File: src/rtl/loom_clk_ctrl_pkg.sv
// Shared types and default widths for the Loom clock-enable controller.
package loom_clk_ctrl_pkg;

    localparam int CNT_W_DEF  = 64;
    localparam int STEP_W_DEF = 32;

    typedef enum logic [1:0] {
        OP_RUN     = 2'd0,
        OP_STEP    = 2'd1,
        OP_STOP    = 2'd2,
        OP_CLR_CNT = 2'd3
    } clk_op_e;

    typedef enum logic [1:0] {
        ST_IDLE = 2'd0,
        ST_RUN  = 2'd1,
        ST_STEP = 2'd2
    } clk_state_e;

    typedef enum logic [1:0] {
        HR_NONE      = 2'd0,
        HR_STEP_DONE = 2'd1,
        HR_HOST_STOP = 2'd2,
        HR_TRIGGER   = 2'd3
    } halt_reason_e;

endpackage

File: src/rtl/loom_clk_ctrl.sv
// Clock-enable controller: decides on which host-clock cycles the emulated
// design's clock ticks, driven by host run/step/stop commands and triggers.
module loom_clk_ctrl
    import loom_clk_ctrl_pkg::*;
#(
    parameter int CNT_W  = CNT_W_DEF,
    parameter int STEP_W = STEP_W_DEF
) (
    input  logic              clk_i,
    input  logic              rst_i,
    input  logic              cmd_valid_i,
    output logic              cmd_ready_o,
    input  logic [1:0]        cmd_op_i,
    input  logic [STEP_W-1:0] cmd_count_i,
    input  logic              stop_req_i,
    output logic              ce_o,
    output logic              running_o,
    output logic [CNT_W-1:0]  cycle_count_o,
    output logic              halt_o,
    output logic [1:0]        halt_reason_o,
    output logic              cmd_err_o
);

    localparam logic [1:0] S_IDLE = ST_IDLE;
    localparam logic [1:0] S_RUN  = ST_RUN;
    localparam logic [1:0] S_STEP = ST_STEP;

    clk_op_e           op;
    logic [1:0]        state_q, state_d;
    logic [STEP_W-1:0] remaining_q, remaining_d;
    logic [CNT_W-1:0]  count_q;
    logic              ce_q;
    logic              halt_q, halt_d;
    logic [1:0]        reason_q, reason_d;
    logic              err_q, err_d;
    logic              clr_cnt;
    logic              step_done;

    assign op            = clk_op_e'(cmd_op_i);
    assign cmd_ready_o   = 1'b1;
    assign ce_o          = ce_q;
    assign running_o     = (state_q != S_IDLE);
    assign cycle_count_o = count_q;
    assign halt_o        = halt_q;
    assign halt_reason_o = reason_q;
    assign cmd_err_o     = err_q;

    always_comb begin
        state_d     = state_q;
        remaining_d = remaining_q;
        halt_d      = 1'b0;
        reason_d    = reason_q;
        err_d       = 1'b0;
        clr_cnt     = 1'b0;
        step_done   = 1'b0;
        case (state_q)
            S_IDLE: begin
                if (cmd_valid_i) begin
                    case (op)
                        OP_RUN:  state_d = S_RUN;
                        OP_STEP: begin
                            if (cmd_count_i != '0) begin
                                state_d     = S_STEP;
                                remaining_d = cmd_count_i;
                            end else begin
                                halt_d   = 1'b1;
                                reason_d = HR_STEP_DONE;
                            end
                        end
                        OP_STOP: state_d = S_IDLE;
                        OP_CLR_CNT: begin
                            clr_cnt  = 1'b1;
                            reason_d = HR_NONE;
                        end
                        default: state_d = S_IDLE;
                    endcase
                end
            end
            default: begin
                if (state_q == S_STEP && ce_q) begin
                    remaining_d = remaining_q - STEP_W'(1);
                    step_done   = (remaining_q == STEP_W'(1));
                end
                if (cmd_valid_i && op != OP_STOP) begin
                    err_d = 1'b1;
                end
                // Coincident stop causes resolve as TRIGGER > HOST_STOP > STEP_DONE.
                if (stop_req_i || (cmd_valid_i && op == OP_STOP) || step_done) begin
                    state_d     = S_IDLE;
                    remaining_d = '0;
                    halt_d      = 1'b1;
                    if (stop_req_i) begin
                        reason_d = HR_TRIGGER;
                    end else if (cmd_valid_i && op == OP_STOP) begin
                        reason_d = HR_HOST_STOP;
                    end else begin
                        reason_d = HR_STEP_DONE;
                    end
                end
            end
        endcase
    end

    always_ff @(posedge clk_i or posedge rst_i) begin
        if (rst_i) begin
            state_q     <= S_IDLE;
            ce_q        <= 1'b0;
            remaining_q <= '0;
            count_q     <= '0;
            halt_q      <= 1'b0;
            reason_q    <= HR_NONE;
            err_q       <= 1'b0;
        end else begin
            state_q     <= state_d;
            ce_q        <= (state_d != S_IDLE);
            remaining_q <= remaining_d;
            halt_q      <= halt_d;
            reason_q    <= reason_d;
            err_q       <= err_d;
            if (clr_cnt) begin
                count_q <= '0;
            end else if (ce_q) begin
                count_q <= count_q + CNT_W'(1);
            end
        end
    end

endmodule
File: config.mk
export PLATFORM = sky130hd
export DESIGN_NAME = loom_clk_ctrl
export DESIGN_NICKNAME = d
export VERILOG_FILES = /design/src/rtl/loom_clk_ctrl_pkg.sv /design/src/rtl/loom_clk_ctrl.sv
export SDC_FILE = /design/constraint.sdc
export NUM_CORES = 1
export LEC_CHECK = 0
export CORE_MARGIN = 2
export CORE_UTILIZATION = 50
export CTS_CLUSTER_DIAMETER = 60
export DETAILED_ROUTE_END_ITERATION = 8
export PLACE_DENSITY_LB_ADDON = 0.08
export SYNTH_ARGS = -nofsm -noshare
export SYNTH_HDL_FRONTEND = slang
export SYNTH_SLANG_ARGS = --single-unit
File: constraint.sdc
create_clock -name clk_i -period 4.55 [get_ports clk_i]
set_input_delay 1.1375 -clock clk_i [delete_from_list [all_inputs] [get_ports clk_i]]
set_output_delay 1.1375 -clock clk_i [all_outputs]
set_load 0.05 [all_outputs]
==> results.toml, run 1 <==
[route]
ant_nets = 0
drcViolationCount = 0
via_count = 5467
drt_iter0_drc = 527
wire_per_inst_um = 17.8
via_per_inst = 6.09
first_pass_iters = 8
routed_wl_um = 16000

[setup_path]
path_buf_inv = 2
cp-end-kind = "register"
cp.arrival_ns = 3.89
crit_path_start_kind = "primary input"
critPathMaxStageDelay_ns = 0.69
path_cells = "clkdlybuf4s50_1 -> inv_1 -> a31oi_1 -> nand2_1 -> or2_1 -> o211ai_1 -> a21boi_0"
rrSetupSlack_ns = 1.54
critPathRequiredTime_ns = 4.80
worst_path_dominant_cell_family = "simple AND/OR/NAND/NOR gates"
path_max_fanout = 25
crit_type = "primary input to register"
slowest_stage = "or2_1"

[cts]
htreeDepth = 3
numCtsBuffers = 9
holdBufCountCts = 0
path_clk_slew_ns = 0.06
cts_sinks = 103
ctsResizeCount = 0
cts.path.max_buffers = 2
postCtsSetupRepairBufs = 0
clock_latency_ns = 0.36
root_buffer = "clkbuf_16"
cts_tree = "built"

[global_routing]
grt_pass1_vias = 5296
grt_overflow = 0
grt_pass1_wl_um = 26500
grt_max_degree = 53
grtUsageTotal = 0.258
grt_antenna_before_repair = 0

[sta]
rsz0062_at_grt = "false"
finalCritPeriodShare = 0.799
worstMarginPinSlew_ns = 0.995
slew_viol_final = 0
finalClockSkew_ns = 0.0115
fmax_mhz = 275
fin_tns_setup_ns = 0
holdWs_ns = 0.504
hold_viol_final = 0
setup_violations = 0
max_slew_margin = 0.336
fin_crit_ns = 3.64

[synthesis]
synth.area.top_cells = "dfrtp_1, nor2_1, xnor2_1"
synth_cell_type_count = 59
synthCells = 653
yosysTopAreaCell = "dfrtp_1"
syn_nets = 694
ys_async_sr_fraction = 1.00
synth_seq_cells = 103
synth_edf_count = 0
syn_area_per_cell_um2 = 8.98
syn_area_um2 = 5870
yosys_most_used_dff = "dfrtp_1"
ys_seq_area_frac = 0.439
yosysWarnings = 0
synth_top_area_frac = 0.439

[die]
dieHeight_um = 112
start_util = 0.514
rows = 39
io_pins = 109
dieArea_um2 = 12600
die_w_um = 112
core_area_um2 = 11400

[power_and_ir_drop]
power_mw = 2.76
pwr_density_cell_nw_per_um2 = 375
p_switching_mw = 1.00
pwr-share-seq = 0.447
sw_frac_of_total = 0.363
internal_power_mw = 1.76
clockPowerShare = 0.285
p_leak_nw = 2.90
power_frac_comb = 0.268
ir_worst_vdd_mv = 0.277

[finish]
drive_gt1_frac = 0.0650
syn2layout_area_growth_pct = 25.2
antenna_cells = 0
final_cells = 897
final_nets = 790

[placed_design]
port_buffers = 107
routabilityCongestion = 0.960
dpl.cell_count = 881
dpl.hpwl_um = 11200

[flow_run]
drv_cap = 0

[min_path]
hold_class = "register to register"

[run_status]
outcome = "complete, no violations"
[per-layer routing]
layer  up-vias  global-route usage  part of all wire
met5         -                   0                 0
li1       2568                   -                 -
met1      2664               0.339              0.43
met4         0              0.0756             0.013
met2       218               0.435              0.50
met3        17              0.0535             0.061
[final cells by class]
cell class	count	area (um^2)
inverter	24	92.6
tap	143	179
clock inverter	5	58.8
multi-input combinational	496	3060
clock buffer	11	233
sequential	103	2580
timing repair buffer	115	1140
fill	942	4080
[logic make-up (layout without fill, tap and decap cells)]
group / count (synthesis) / in the layout / share of synthesized area
and+or+nand+nor: 315 / 315 / 0.287
AOI/OAI and AO/OA: 118 / 118 / 0.135
DFF: 103 / 103 / 0.439
xor gates and xnor gates: 55 / 55 / 0.0821
buffers and inverters: 54 / 155 / 0.0416
muxes: 4 / 4 / 0.00747
adders and majority gates: 3 / 3 / 0.00640
other: 1 / 1 / 0.000639
[final timing paths]
check,endpoint,from,cells after the start
setup / recovery,remaining_q[1],cmd_op_i[0],7
hold / removal,halt_reason_o[1],halt_reason_o[1],1
setup reg to reg,remaining_q[4],remaining_q[13],6
hold reg to reg,halt_reason_o[1],halt_reason_o[1],1
max in group asynchronous,cycle_count_o[51],rst_i,3
min in group asynchronous,remaining_q[24],rst_i,2
[cell usage after synthesis (all sizes together), types with 20 or more instances]
| cell type | number |
|---|---|
| xor2 | 22 |
| xnor2 | 33 |
| dfrtp | 103 |
| buf | 20 |
| nor2 | 91 |
| nand2 | 43 |
| nor4 | 29 |
| nor3 | 47 |
| a21oi | 23 |
| nand4 | 23 |
| o21ai | 30 |
| inv | 24 |
| nand3 | 36 |
[state kept, by name, indices dropped and copies added (netlist names)]
register and count:
remaining_q 32, state_q 2, halt_o 1, ce_o 1, cycle_count_o 64, halt_reason_o 2
cmd_err_o 1
[layout by cell type, fill, tap and decap left out, types with 3 or more instances in the layout]
| master | synthesis | final |
|---|---|---|
| clkdlybuf4s50_1 | 0 | 107 |
| dfrtp_1 | 103 | 103 |
| nor2_1 | 89 | 88 |
| nand2_1 | 43 | 43 |
| nor3_1 | 43 | 42 |
| nand3_1 | 35 | 35 |
| xnor2_1 | 33 | 33 |
| nor4_1 | 24 | 24 |
| inv_1 | 24 | 23 |
| a21oi_1 | 23 | 23 |
| xor2_1 | 22 | 22 |
| nand4_1 | 20 | 20 |
| o21ai_1 | 18 | 18 |
| o2bb2ai_1 | 18 | 18 |
| and3_1 | 12 | 12 |
| o21ai_0 | 12 | 12 |
| a22oi_1 | 12 | 12 |
| and4_1 | 9 | 9 |
| clkbuf_16 | 0 | 9 |
| or3_1 | 8 | 8 |
| o22ai_1 | 9 | 8 |
| a32oi_1 | 7 | 7 |
| buf_4 | 2 | 7 |
| nor4_2 | 4 | 4 |
| or4_1 | 4 | 4 |
| nor3b_1 | 4 | 4 |
| a22o_1 | 4 | 4 |
| nor2_2 | 2 | 3 |
| nor3_2 | 2 | 3 |
| nand4_2 | 3 | 3 |
| mux2_2 | 3 | 3 |
| o31ai_1 | 3 | 3 |
| ha_1 | 3 | 3 |
[power groups by stage]
stage	registers, mW	clock network (mW)	logic, mW
finish	1.23	0.786	0.738
floorplan	1.32	0	0.407
global placement	1.23	0	0.718
CTS	1.23	0.795	0.736
global route	1.26	0.831	0.804
detailed placement	1.24	0	0.734
[stage by stage]
stage               setup WS (ns)  cell area [um^2]  utilization
global route                0.804              7340        0.643
finish                      0.915              7340        0.643
floorplan                   0.709              5870            -
CTS                         0.981              7340        0.643
detailed placement          0.634              7050        0.617
global placement            0.669              7050        0.617
No activity file was read; power rests on OpenSTA's default activity.
==> run 2, diff against run 1 <==
--- a/config.mk
+++ b/config.mk
@@ -6,7 +6,7 @@
 export NUM_CORES = 1
 export LEC_CHECK = 0
 export CORE_MARGIN = 2
-export CORE_UTILIZATION = 50
+export CORE_UTILIZATION = 48
 export CTS_CLUSTER_DIAMETER = 60
 export DETAILED_ROUTE_END_ITERATION = 8
 export PLACE_DENSITY_LB_ADDON = 0.08
==> constraint.sdc (replaced) <==
create_clock -name clk_i -period 3.2 [get_ports clk_i]
set_input_delay 0.8 -clock clk_i [delete_from_list [all_inputs] [get_ports clk_i]]
set_output_delay 0.8 -clock clk_i [all_outputs]
set_load 0.05 [all_outputs]
==> run 2 against run 1 <==
Compared with the run above: cell count up 2.0%; non-clock buffer count increased by 14; setup slack got worse by 0.44 ns; final area increased by 2.0%; core utilization is 1.7 points lower; worst hold slack worse by 0.0046 ns; largest cell class unchanged; highest routed layer unchanged.
==> results.toml, run 2 (same netlist as run 1, synthesis figures left out) <==
[run_status]
outcome = "complete, no violations"

[cts]
holdBufCountCts = 0
numCtsBuffers = 9
root_buffer = "clkbuf_16"
ctsResizeCount = 0
path_clk_slew_ns = 0.07
htreeDepth = 3
postCtsSetupRepairBufs = 0
cts_tree = "built"
clock_latency_ns = 0.35
cts.path.max_buffers = 2
cts_sinks = 103

[sta]
finalCritPeriodShare = 0.852
fmax_mhz = 367
worstMarginPinSlew_ns = 0.571
finalClockSkew_ns = 0.00946
setup_violations = 0
fin_tns_setup_ns = 0
hold_viol_final = 0
slew_viol_final = 0
max_slew_margin = 0.620
rsz0062_at_grt = "false"
fin_crit_ns = 2.73

[global_routing]
grt_pass1_vias = 5045
grt_overflow = 0
grt_max_degree = 104
grt_pass1_wl_um = 25200
grt_antenna_before_repair = 0
grtUsageTotal = 0.239

[power_and_ir_drop]
power_mw = 3.96
pwr_density_cell_nw_per_um2 = 529
p_leak_nw = 2.98
ir_worst_vdd_mv = 0.286

[setup_path]
r2r_end = "remaining_q[29]"
path_max_fanout = 3
rrSetupSlack_ns = 0.66
crit_type = "primary input to register"
critPathRequiredTime_ns = 3.43
r2r_cells = 6
cp.arrival_ns = 2.96
crit_path_start_kind = "primary input"
r2r_start = "remaining_q[20]"
cp-end-kind = "register"

[route]
routed_wl_um = 15300
first_pass_iters = 5
wire_per_inst_um = 16.7
drcViolationCount = 0
via_count = 5431
ant_nets = 0
drt_iter0_drc = 402
via_per_inst = 5.94

[finish]
antenna_cells = 0
final_cells = 915
syn2layout_area_growth_pct = 27.7
mostFrequentLayoutCells = "clkdlybuf4s50_1, dfrtp_1, nor2_1"
fill_cells = 1042
largest_reg_flops = 64
layout_commonest_cell = "clkdlybuf4s50_1"
final_nets = 804
drive_gt1_frac = 0.0833
fin_area_um2 = 7490
final_util = 0.626

[placed_design]
dpl.cell_count = 899
dpl.hpwl_um = 10900
dpl_cell_area_um2 = 7180
routabilityCongestion = 0.904
port_buffers = 107

[die]
die_w_um = 115
start_util = 0.490
io_pins = 109
dieArea_um2 = 13100
core_area_um2 = 12000
rows = 40
dieHeight_um = 115

[flow_run]
drv_cap = 0

[min_path]
min_from = "remaining_q[31]"
hold_class = "register to register"
hold_depth = 1
min_to = "remaining_q[31]"
run 2: worst max-delay path, cell delays in order:
cell and delay, ns:
clkdlybuf4s50_1 0.42, nor4_1 0.38, nand2_1 0.12, or4_1 0.62, nor3_1 0.23, nor4_1 0.10, mux2_2 0.29
run 2: per-stage QoR:
| stage | setup WS (ns) | hold slack, ns |
|---|---|---|
| 2_1_floorplan | 0.827 | 0.458 |
| 3_3_place_gp | 0.211 | 0.481 |
| 3_5_place_dp | 0.121 | 0.479 |
| 4_1_cts | 0.494 | 0.500 |
| 5_1_grt | 0.340 | 0.521 |
| 6_report | 0.473 | 0.499 |
run 2: layout make-up:
| type | count | area (um^2) | share of cell area |
|---|---|---|---|
| clock buffer | 9 | 225 | 0.0301 |
| clock inverter | 7 | 82.6 | 0.0110 |
| inverter | 24 | 93.8 | 0.0125 |
| sequential | 103 | 2580 | 0.344 |
| tap | 147 | 184 | 0.0246 |
| multi-input combinational | 496 | 3050 | 0.408 |
| timing repair buffer | 129 | 1270 | 0.170 |
run 2: worst max path at each step:
stage	startpoint	endpoint	slack (ns)
final	cmd_count_i[9]	halt_reason_o[0]	0.47
after floorplan	cmd_count_i[9]	remaining_q[25]	0.83
after CTS	cmd_count_i[9]	halt_reason_o[0]	0.49
after global placement	cmd_count_i[18]	halt_reason_o[0]	0.21
after detailed placement	cmd_count_i[9]	halt_reason_o[0]	0.12
after global routing	cmd_count_i[14]	remaining_q[14]	0.34
run 2: where the power goes:
| group | internal (mW) | total, mW | switching [mW] |
|---|---|---|---|
| combinational | 0.418 | 1.06 | 0.643 |
| sequential | 1.49 | 1.75 | 0.261 |
| clock | 0.617 | 1.15 | 0.533 |
run 2: metal layers:
| metal | vias to the layer above | routed length, um | GRT usage |
|---|---|---|---|
| li1 | 2606 | - | - |
| met1 | 2601 | 6870 | 0.336 |
| met2 | 198 | 7320 | 0.374 |
| met3 | 26 | 812 | 0.0312 |
| met4 | 0 | 315 | 0.100 |
| met5 | - | 0 | 0 |
==> run 3, diff against run 2 <==
--- a/config.mk
+++ b/config.mk
@@ -5,6 +5,7 @@
 export SDC_FILE = /design/constraint.sdc
 export NUM_CORES = 1
 export LEC_CHECK = 0
+export CAP_MARGIN = 10
 export CORE_MARGIN = 2
 export CORE_UTILIZATION = 48
 export CTS_CLUSTER_DIAMETER = 60
==> results of run 3 <==
Final layout, timing and power as in run 2 (identical DEF).
==> patch 1, RTL diff (config.mk and constraints of run 3) <==
`STEP_W_DEF`: 32 -> 64.
--- a/src/rtl/loom_clk_ctrl_pkg.sv
+++ b/src/rtl/loom_clk_ctrl_pkg.sv
@@ -3,5 +3,5 @@
 
     localparam int CNT_W_DEF  = 64;
-    localparam int STEP_W_DEF = 32;
+    localparam int STEP_W_DEF = 64;
 
     typedef enum logic [1:0] {
Interface: changed (resized cmd_count_i); port bits go from 109 to 141. The function was not compared with the original's and may differ.
==> patch 1 against run 3 <==
Non-clock buffer count increased by 57; clock power up 78%; fmax down 6.7%; largest power group unchanged; design area rose by 47%; setup slack worse by 200 ps; utilization grew 0.80 points; total power grew 68%; count of clock-buffer cells in the layout rose by 11; sequential cell count up 32; critical endpoint is now remaining_q[0]; synthesized area increased by 46%; routed wire length increased by 79%.
==> patch 1: results (changes against run 3) <==
* Status: completed
* CP Capture Point: remaining_q[0]
* Syn Nets at 1,061 (+53%)
* Commonest cells in the netlist: 135 x dfrtp_1, 118 x nor2_1, 89 x nand2_1, 49 x nand3_1, 47 x xor2_1
* Final HPWL DP at 18,800 µm (+72%)
* Tcrit/Tclk final at 91.4% (+6.2 points)
* Worst slack, placed at -57.5 ps (-178 ps)
* Area after DPL at 10,400 µm² (+45%)
* Worst-skew pair later-pin latency at 430 ps (+80 ps)
* Mux cell area share after synthesis at 0.482% (-0.26 points)
* Share of layout cells above drive strength 1 at 10.1% (+1.7 points)
* Number of nets in the layout at 1,202 (+50%)
* Worst-margin pin slew at 822 ps (+251 ps)
* Overall Global Routing Usage at 29.1% (+5.2 points)
* PortBufs at 139 (+30%)
* WL/cell at 20.0 µm (+20%)
* DR WL met2 at 12,900 µm (+77%)
* Vias in the first global route at 8,055 (+60%)
* Cell total after placement at 1,335 (+48%)
* Largest net degree at the start of global routing at 136 (+31%)
* Power share of the clock group at 30.9% (+1.9 points)
* Metal1 wirelength at 11,400 µm (+66%)
* DR iter-0 viols at 762 (+90%)
* Compound-Gate Fraction of Synth Area at 18.2% (+4.7 points)
* Syn_area_per_cell at 8.68 µm² (-3.4%)
* CTS clk-pin slew, worst paths at 60 ps
* Final worst clock skew at 9.17 ps (-0.288 ps)
* Crit path max fanout at 51 (+48)
* Clock Tree Buf Depth at 2 (unchanged)
* First-pass GRT wire length at 42,900 µm (+70%)
* Final hold slack at 499 ps (-0.556 ps)
* Internal cell power at 4140 µW (+64%)
* Synth Area in Adders at 0.438% (-0.20 points)
* WP data arrival at 3260 ps (+300 ps)
* Reg2Reg Setup Slack at 360 ps (-300 ps)
* Max VDD drop at 461 µV (+61%)
* Hold Crit Class: register to register
* Hold Crit Start: remaining_q[35]
* Cts bufs inserted at 17 (+8)
* Comb group at 2030 µW (+92%)
* Seq/Total Area, Yosys at 39.4% (-4.5 points)
* H-tree levels at 4 (+1)
* Pleak at 0.00440 µW (+48%)
* Via Count at 8,848 (+63%)
* Worst Hold End: remaining_q[35]
* Routed wl met3 at 2020 µm (+150%)
* RD Place Congestion at 0.903 (-0.14%)
* Max layer used: met4
* Reg2reg start: remaining_q[22]
* WL final at 27,400 µm (+79%)
* Crit-path max cell delay at 520 ps (-100 ps)
* Largest cells by area after synthesis: dfrtp_1 39%, nor2_1 5.2%, xor2_1 4.8%
* Logic pwr share at 30.6% (+3.8 points)
* Setup crit start: cmd_count_i[63]
* Count of different cell masters after synthesis at 73 (+24%)
* Critical path's slowest cell: clkdlybuf4s50_1
* Xor/xnor share of the synthesized area at 6.13% (-2.1 points)
* Critical R2R Capture: remaining_q[52]
## patch 1: cell count changes after synthesis, moves of 20 or more
cell / run 3 / this run
and2_1: 1 / 28
clkbuf_1: 9 / 36
o31ai_1: 3 / 23
nor4_1: 24 / 44
o221ai_1: 1 / 26
a31oi_1: 1 / 23
nand2_1: 43 / 89
xnor2_1: 33 / 13
nor2_1: 89 / 118
xor2_1: 22 / 47
nand4_1: 20 / 45
dfrtp_1: 103 / 135
## patch 1: layer usage
layer	GRT usage (%)	vias to the layer above
li1	-	4040
met1	38.7	4303
met2	46.7	434
met3	4.67	71
met4	13.5	0
met5	0	-
## patch 1: layout make-up
| class | count | area (µm²) |
|---|---|---|
| sequential | 135 | 3380 |
| tap | 225 | 282 |
| fill | 1510 | 6350 |
| timing repair buffer | 186 | 1830 |
| multi-input combinational | 769 | 4830 |
| clock buffer | 20 | 457 |
| clock inverter | 11 | 149 |
| inverter | 20 | 78.8 |
==> patch 2, RTL diff (settings of run 3) <==
Without the edit above. Reset style: synchronous (`rst_i`), changed in one clocked block.
--- a/src/rtl/loom_clk_ctrl.sv
+++ b/src/rtl/loom_clk_ctrl.sv
@@ -102,5 +102,5 @@
     end
 
-    always_ff @(posedge clk_i or posedge rst_i) begin
+    always_ff @(posedge clk_i) begin
         if (rst_i) begin
             state_q     <= S_IDLE;
Function: differs if rst_i is asserted again (counterexample within 4 cycles, from zero or initial values and one cycle with rst_i high); with rst_i held inactive, the same outputs for 4 cycles.
==> patch 2 against run 3 <==
Die area fell by 4.2%; total power shrank 25%; synthesized area is 4.3% lower; routed wire length down 2.6%; synthesized cell count grew 3.4%; sequential cell count stayed put; setup slack better by 45 ps; combinational power fell by 50%; critical endpoint is now remaining_q[14]; design area shrank 4.5%; first-iteration DRC count grew 16%; largest power group unchanged; final cell count increased by 1.3%.
==> patch 2: results (changes against run 3) <==
* Status: completed
* Largest cells by area after synthesis: dfxtp_1 37%, nor2_1 6.2%, xnor2_1 6.1%
* Cell total after placement at 911 (+1.3%)
* Mux cell area share after synthesis at 0.580% (-0.17 points)
* Seq/Total Area, Yosys at 36.7% (-7.2 points)
* First-pass GRT wire length at 24,900 µm (-1.1%)
* Synth Area in Adders at 0.669% (+0.029 points)
* Fin cells at 927 (+1.3%)
* Via Count at 5,464 (+0.61%)
* Max VDD drop at 269 µV (-5.9%)
* RD Place Congestion at 0.885 (-2.1%)
* Commonest cells in the netlist: 103 x dfxtp_1, 92 x nor2_1, 53 x nand2_1, 39 x xnor2_1, 34 x nand3_1
* Largest net degree at the start of global routing at 44 (-58%)
* Final HPWL DP at 10,700 µm (-2.1%)
* Pleak at 0.00245 µW (-18%)
* Crit path max fanout at 19 (+16)
* Share of layout cells above drive strength 1 at 9.31% (+0.98 points)
* WL final at 14,900 µm (-2.6%)
* FFs w/ async S/R, synth at 0% (-100 points)
* Count of different cell masters after synthesis at 61 (+3.4%)
* Final worst clock skew at 8.43 ps (-1.03 ps)
* Compound-Gate Fraction of Synth Area at 15.0% (+1.5 points)
* Crit-path max cell delay at 470 ps (-150 ps)
* Xor/xnor share of the synthesized area at 9.05% (+0.84 points)
* Vias in the first global route at 5,063 (+0.36%)
* Overall Global Routing Usage at 23.8% (-0.13 points)
* Number of nets in the layout at 820 (+2.0%)
* DR iter-0 viols at 467 (+16%)
* WP data arrival at 2940 ps (-20 ps)
* Slew Limit Headroom at 47.2% (-15 points)
==> patch 2: layer usage <==
| layer | global-route usage (%) | share of wire [%] |
|---|---|---|
| met1 | 31.9 | 45 |
| met2 | 39.5 | 48 |
| met3 | 3.35 | 5.1 |
| met4 | 8.37 | 1.9 |
| met5 | 0 | 0 |
==> patch 2: worst paths after layout <==
kind	start	endpoint	slack [ps]	cells after the start
hold reg to reg	halt_reason_o[1]	halt_reason_o[1]	480	2
setup reg to reg	cycle_count_o[4]	cycle_count_o[59]	700	7
hold / removal	halt_reason_o[1]	halt_reason_o[1]	480	2
setup / recovery	cmd_count_i[4]	remaining_q[14]	520	8
==> patch 2: report_power, final <==
group          switching [µW]  total [µW]  internal [µW]
combinational             327         532            205
sequential               37.4        1350           1320
clock                     495        1100            605
==> patch 2: worst register-to-register path: stages, from the launching register on <==
cell and delay [ps]:
dfxtp_1 420, and4_1 400, nand4_4 170, or3_1 710, buf_4 310, nor3_2 140, xnor2_1 150, nor2_1 80
==> patch 2: layout make-up <==
type | count | area, µm²
clock inverters | 6 | 61.3
clock buffers | 10 | 229
multi-input cells | 502 | 3230
fillers | 1025 | 4270
well taps | 143 | 179
inverters | 30 | 113
repair buffers | 133 | 1280
flip-flops and latches | 103 | 2060
==> patch 2: kinds of logic after synthesis <==
group,after synthesis
compound gates,117
xor+xnor,58
fa+ha+maj,3
buf+inv,70
flops,103
mux,3
other cells,1
simple gates,320
==> patch 2: metrics by stage <==
step / utilization, % / cell area [µm²] / hold WS (ps) / setup WS (ps)
4_1_cts: 62.6 / 7150 / 486 / 545
5_1_grt: 62.6 / 7150 / 516 / 401
3_3_place_gp: 60.1 / 6860 / 461 / 167
2_1_floorplan: - / 5610 / 452 / 714
3_5_place_dp: 60.1 / 6860 / 473 / 198
6_report: 62.6 / 7150 / 480 / 517
